**config.mk**
```make
export PLATFORM = sky130hd
export DESIGN_NAME = axi_burst_master
export DESIGN_NICKNAME = d
export VERILOG_FILES = /design/src/rtl/axi_burst_master.sv
export SDC_FILE = /design/constraint.sdc
export NUM_CORES = 1
export LEC_CHECK = 0
export ABC_CLOCK_PERIOD_IN_PS = 1960
export CORE_AREA = 2 2 108 110
export CTS_CLUSTER_SIZE = 14
export DETAILED_ROUTE_END_ITERATION = 10
export DIE_AREA = 0 0 110 112
export PLACE_DENSITY = 0.7
export SETUP_SLACK_MARGIN = 0.3
export SYNTH_ARGS = -nofsm -noshare
export SYNTH_HDL_FRONTEND = slang
export SYNTH_SLANG_ARGS = --single-unit
```
**constraint.sdc**
```tcl
create_clock -name clk -period 1.96 [get_ports clk]
set_input_delay 0.588 -clock clk [delete_from_list [all_inputs] [get_ports clk]]
set_output_delay 0.588 -clock clk [all_outputs]
set_load 0.01 [all_outputs]
```
**src/rtl/axi_burst_master.sv**
```systemverilog
// axi_burst_master: single-outstanding AXI4 INCR burst initiator fed by cmd/wr/rd streams.
// Define AXI_MASTER_RESP_CHECK_EN to build the sticky response/ID/RLAST error flag.
module axi_burst_master #(
    parameter int DATA_WIDTH = 32,
    parameter int ADDR_WIDTH = 8,
    parameter int STRB_WIDTH = DATA_WIDTH / 8,
    parameter int ID_WIDTH   = 8
) (
    input  logic                  clk,
    input  logic                  rst,
    input  logic                  cmd_valid,
    output logic                  cmd_ready,
    input  logic                  cmd_write,
    input  logic [ADDR_WIDTH-1:0] cmd_addr,
    input  logic [7:0]            cmd_len,
    input  logic [ID_WIDTH-1:0]   cmd_id,
    input  logic [DATA_WIDTH-1:0] wr_data,
    input  logic [STRB_WIDTH-1:0] wr_strb,
    input  logic                  wr_valid,
    output logic                  wr_ready,
    output logic [DATA_WIDTH-1:0] rd_data,
    output logic                  rd_last,
    output logic                  rd_valid,
    input  logic                  rd_ready,
    output logic                  busy,
    output logic                  done,
    output logic                  error,
    output logic [ID_WIDTH-1:0]   m_axi_awid,
    output logic [ADDR_WIDTH-1:0] m_axi_awaddr,
    output logic [7:0]            m_axi_awlen,
    output logic [2:0]            m_axi_awsize,
    output logic [1:0]            m_axi_awburst,
    output logic                  m_axi_awlock,
    output logic [3:0]            m_axi_awcache,
    output logic [2:0]            m_axi_awprot,
    output logic                  m_axi_awvalid,
    input  logic                  m_axi_awready,
    output logic [DATA_WIDTH-1:0] m_axi_wdata,
    output logic [STRB_WIDTH-1:0] m_axi_wstrb,
    output logic                  m_axi_wlast,
    output logic                  m_axi_wvalid,
    input  logic                  m_axi_wready,
    input  logic [ID_WIDTH-1:0]   m_axi_bid,
    input  logic [1:0]            m_axi_bresp,
    input  logic                  m_axi_bvalid,
    output logic                  m_axi_bready,
    output logic [ID_WIDTH-1:0]   m_axi_arid,
    output logic [ADDR_WIDTH-1:0] m_axi_araddr,
    output logic [7:0]            m_axi_arlen,
    output logic [2:0]            m_axi_arsize,
    output logic [1:0]            m_axi_arburst,
    output logic                  m_axi_arlock,
    output logic [3:0]            m_axi_arcache,
    output logic [2:0]            m_axi_arprot,
    output logic                  m_axi_arvalid,
    input  logic                  m_axi_arready,
    input  logic [ID_WIDTH-1:0]   m_axi_rid,
    input  logic [DATA_WIDTH-1:0] m_axi_rdata,
    input  logic [1:0]            m_axi_rresp,
    input  logic                  m_axi_rlast,
    input  logic                  m_axi_rvalid,
    output logic                  m_axi_rready
);

    typedef enum logic [2:0] {
        IDLE, WR_ADDR, WR_DATA, WR_RESP, RD_ADDR, RD_DATA
    } state_t;

    localparam logic [2:0] AXSIZE = 3'($clog2(STRB_WIDTH));

    state_t                state, state_next;
    logic [ADDR_WIDTH-1:0] addr_q;
    logic [7:0]            len_q;
    logic [7:0]            beat_cnt;
    logic [ID_WIDTH-1:0]   id_q;
    logic                  cmd_hs, aw_hs, w_hs, b_hs, ar_hs, r_hs;
    logic                  last_beat;

    assign cmd_hs    = cmd_valid & cmd_ready;
    assign aw_hs     = m_axi_awvalid & m_axi_awready;
    assign w_hs      = m_axi_wvalid & m_axi_wready;
    assign b_hs      = m_axi_bvalid & m_axi_bready;
    assign ar_hs     = m_axi_arvalid & m_axi_arready;
    assign r_hs      = m_axi_rvalid & m_axi_rready;
    assign last_beat = (beat_cnt == 8'd0);

    always_ff @(posedge clk) begin
        if (rst) begin
            state <= IDLE;
            busy  <= 1'b0;
            done  <= 1'b0;
        end else begin
            state <= state_next;
            busy  <= (state_next != IDLE);
            done  <= b_hs | (r_hs & last_beat);
        end
    end

    always_ff @(posedge clk) begin
        if (rst) begin
            addr_q   <= '0;
            len_q    <= '0;
            id_q     <= '0;
            beat_cnt <= '0;
        end else if (cmd_hs) begin
            addr_q   <= cmd_addr;
            len_q    <= cmd_len;
            id_q     <= cmd_id;
            beat_cnt <= cmd_len;
        end else if (w_hs | r_hs) begin
            beat_cnt <= beat_cnt - 8'd1;
        end
    end

    always_comb begin
        state_next = state;
        unique case (state)
            IDLE:    if (cmd_hs) state_next = cmd_write ? WR_ADDR : RD_ADDR;
            WR_ADDR: if (aw_hs) state_next = WR_DATA;
            WR_DATA: if (w_hs && last_beat) state_next = WR_RESP;
            WR_RESP: if (b_hs) state_next = IDLE;
            RD_ADDR: if (ar_hs) state_next = RD_DATA;
            RD_DATA: if (r_hs && last_beat) state_next = IDLE;
            default: state_next = IDLE;
        endcase
    end

    // Handshake outputs are decoded from the registered state only.
    always_comb begin
        cmd_ready     = 1'b0;
        m_axi_awvalid = 1'b0;
        m_axi_arvalid = 1'b0;
        m_axi_wvalid  = 1'b0;
        m_axi_wlast   = 1'b0;
        wr_ready      = 1'b0;
        m_axi_bready  = 1'b0;
        m_axi_rready  = 1'b0;
        rd_valid      = 1'b0;
        rd_last       = 1'b0;
        unique case (state)
            IDLE:    cmd_ready = ~rst;
            WR_ADDR: m_axi_awvalid = 1'b1;
            WR_DATA: begin
                m_axi_wvalid = wr_valid;
                wr_ready     = m_axi_wready;
                m_axi_wlast  = last_beat;
            end
            WR_RESP: m_axi_bready = 1'b1;
            RD_ADDR: m_axi_arvalid = 1'b1;
            RD_DATA: begin
                rd_valid     = m_axi_rvalid;
                m_axi_rready = rd_ready;
                rd_last      = last_beat;
            end
            default: ;
        endcase
    end

    assign m_axi_awid    = id_q;
    assign m_axi_awaddr  = addr_q;
    assign m_axi_awlen   = len_q;
    assign m_axi_awsize  = AXSIZE;
    assign m_axi_awburst = 2'b01;
    assign m_axi_awlock  = 1'b0;
    assign m_axi_awcache = 4'b0011;
    assign m_axi_awprot  = 3'b000;
    assign m_axi_arid    = id_q;
    assign m_axi_araddr  = addr_q;
    assign m_axi_arlen   = len_q;
    assign m_axi_arsize  = AXSIZE;
    assign m_axi_arburst = 2'b01;
    assign m_axi_arlock  = 1'b0;
    assign m_axi_arcache = 4'b0011;
    assign m_axi_arprot  = 3'b000;
    assign m_axi_wdata   = wr_data;
    assign m_axi_wstrb   = wr_strb;
    assign rd_data       = m_axi_rdata;

`ifdef AXI_MASTER_RESP_CHECK_EN
    logic err_b, err_r;

    assign err_b = b_hs & ((m_axi_bresp != 2'b00) | (m_axi_bid != id_q));
    // rlast must agree with our own beat count on every beat.
    assign err_r = r_hs & ((m_axi_rresp != 2'b00) | (m_axi_rid != id_q) |
                           (m_axi_rlast != last_beat));

    always_ff @(posedge clk) begin
        if (rst) error <= 1'b0;
        else if (err_b | err_r) error <= 1'b1;
    end
`else
    logic unused_resp;

    assign unused_resp = ^{m_axi_bid, m_axi_bresp, m_axi_rid, m_axi_rresp, m_axi_rlast};
    assign error       = 1'b0;
`endif

endmodule

```
==> results_dict.tcl <==
set metrics [dict create \
    status "finished, violations left" \
    violations "negative setup slack" \
    worstSetupPathType "reg2out" \
    viasPerCell 4.29 \
    grt_pass1_vias 2307 \
    die_h_um 112 \
    r2r_start "state[0]$_SDFF_PP0_" \
    clock-root-buffer "clkbuf_16" \
    clock_path_buffers 2 \
    reg2regPathDepth 7 \
    grt.met3_usage_pct 3.86 \
    pin_count 279 \
    clkTransAtPathRegs_ps 60 \
    dr.pass1.iters 3 \
    grt_util_met2_pct 24.3 \
    drive_gt1_share_pct 51.7 \
    yosys_warnings 0 \
    crit_arrival_ps 1550 \
    layout_commonest_cell "dlygate4sd2_1" \
    rr_endpoint "beat_cnt[5]$_SDFFE_PP0P_" \
    cts_tree "yes" \
    holdBufCountCts 0 \
    hold_end "m_axi_arlen[3]$_SDFFE_PP0P_" \
    placed_cell_area_mm2 0.00315 \
    final_area_mm2 0.00438 \
    synth_edf_count 0 \
    power.density_mw_per_mm2 616 \
    rsz0062_at_grt "yes" \
    fmaxAchievable_mhz 468 \
    fin_nets 507 \
    routed_wl_um 8180 \
    seq_area_frac_synth_pct 29.3 \
    mostFrequentLayoutCells "dlygate4sd2_1 (54), nand2_4 (33), dfxtp_1 (30), clkdlybuf4s50_1 (28), buf_4 (28)" \
    crit_fanout 2 \
    setup_violations 3 \
    swShare_pct 28.1 \
    tritoncts_num_sinks 37 \
    drtAntennaViolNets 0 \
    syn-cell-area_mm2 0.00253 \
    synthFlopType "dfxtp_1" \
    ir_worst_vdd_v 0.000389 \
    p_switching_w 0.000759 \
    async_reset_ff_share_pct 0 \
    portBuffers 94 \
    clkLatencyLatePin_ps 280 \
    grt_start_max_net_pins 36 \
    grt_pass1_wl_um 12300 \
    route.detailed.drc 0 \
    wl_per_cell_um 15.6 \
    grtUsageMet1_pct 13.5 \
    slew_viol_final 0 \
    worst_slack_ps -175 \
    netlist_instances 321 \
    period_minus_slack_ps 2140 \
    overflow 0 \
    p_leak_nw 2.06 \
    cp.required_ps 1370 \
    finalHoldViolCount 0 \
    max_cap_violations 0 \
    gp_routability_congestion 0.772 \
    ctsHtreeMaxLevel 2 \
    setup.worst_path.start_class "flip-flop" \
    num_antenna_cells 0 \
    rrSetupSlack_ps 30 \
    antenna_found_initial 0 \
    fin_skew_ps 6.05 \
    dieWidth_um 110 \
    critPathCaptureType "output port" \
    sequentialPowerShare_pct 31.6 \
    pwr-share-comb_pct 33.3 \
    coreArea_mm2 0.0112 \
    track_usage_pct 13.1 \
    cts_buffers 5 \
    p_clk_share_pct 35.1 \
    critPathLaunch "beat_cnt[1]$_SDFFE_PP0P_" \
    first_iter_violations 118 \
    avgSynthCellArea_um2 7.89 \
    ys_ff_latch 37 \
    area_growth_pct 73.2 \
    busiest_layer "met2" \
    p_int_w 0.00194 \
    hold_ws_ps 477 \
    hp-start "m_axi_arlen[3]$_SDFFE_PP0P_" \
    hp-class "reg2reg" \
    place_hpwl_um 5010 \
    start_util_pct 22.7 \
    fin_crit_sh_pct 109 \
    num_rows 39 \
    hold_depth 2 \
    synth_cell_types 38 \
    via_count 2255 \
    die_area_mm2 0.0123 \
]
## worst max-delay path, stage by stage, from the launching register on
cell,delay (ps)
dfxtp_2,320
inv_2,70
ha_4,130
nor3b_4,210
nand2_2,110
nor4b_4,250
buf_2,170
## cells by family (layout without fill, tap and decap cells)
logic type	after synthesis	in the layout	synth area share [%]
compound gates	47	47	12.0
xor+xnor	1	1	0.346
fa+ha+maj	1	1	0.494
buf+inv	136	173	38.0
flops	37	37	29.3
mux	2	2	0.890
other cells	2	27	0.297
simple gates	95	95	18.8
## power groups by stage
stage          combinational, W  clock, W  sequential (W)
5_1_grt                0.000961   0.00100        0.000858
3_5_place_dp           0.000588         0        0.000858
2_1_floorplan          0.000472         0        0.000867
3_3_place_gp           0.000579         0        0.000855
4_1_cts                0.000844  0.000977        0.000851
6_report               0.000900  0.000949        0.000852
## area by class of cell
class / instances / area [µm²]
sequential: 37 / 757
multi-input combinational: 173 / 1530
fill: 1084 / 6790
clock inverter: 1 / 30.0
inverter: 3 / 11.3
timing repair buffer: 162 / 1730
tap: 143 / 179
clock buffer: 7 / 143
## flip-flops by register name, indices dropped and copies added (netlist names)
signal	count
beat_cnt	8
busy	1
state	3
done	1
m_axi_araddr	8
m_axi_arlen	8
m_axi_arid	8
## synth_stat cells (2+ instances only)
cell type  instances  area (µm²)
nor2_1             9        33.8
a311oi_1           6        52.6
o21ai_0            3        15.0
nand2_1           54         203
buf_4            119         893
nor4_1             3        18.8
and3b_1            3        26.3
and3_1             3        18.8
conb_1             2        7.51
dfxtp_1           37         741
mux2_2             2        22.5
nor4b_1            2        17.5
nor3b_1            4        30.0
or4_2              2        17.5
inv_1              3        11.3
o31ai_1            4        30.0
buf_2              3        15.0
a21oi_1           27         135
and2_1             6        37.5
clkbuf_1          11        41.3
## how the worst max path moves through the flow
stage	endpoint	slack, ps	cells past startpoint
finish	m_axi_wlast	-180	6
global route	m_axi_wlast	-280	6
CTS	m_axi_wlast	-200	6
detailed placement	wr_ready	-610	3
global placement	wr_ready	-620	3
floorplan	beat_cnt[5]$_SDFFE_PP0P_	120	4
## routing by layer
metal,wire (µm),part of all wire (%),up-vias
met5,0,0,-
met4,195,2.4,0
met3,676,8.3,32
met2,4360,53,111
met1,2960,36,1067
li1,-,-,1045
## what timing repair did
item,4_1_cts,5_1_grt
gates resized for setup,251,28
setup buffers,24,9
gates cloned,7,0
endpoints found under the setup margin,95,46
pin swaps,44,32
## through the flow
| stage | utilization, % | power [W] | instances | setup WS, ps | setup TNS, ps |
|---|---|---|---|---|---|
| 2_1_floorplan | - | 0.00134 | 346 | 123 | 0 |
| 3_3_place_gp | 28.2 | 0.00143 | 478 | -617 | -9780 |
| 3_5_place_dp | 28.2 | 0.00145 | 478 | -615 | -10860 |
| 4_1_cts | 37.3 | 0.00267 | 517 | -205 | -337 |
| 5_1_grt | 39.2 | 0.00282 | 526 | -277 | -675 |
| 6_report | 39.2 | 0.00270 | 526 | -175 | -318 |
Note: power is estimated with default switching activity, not from simulation.
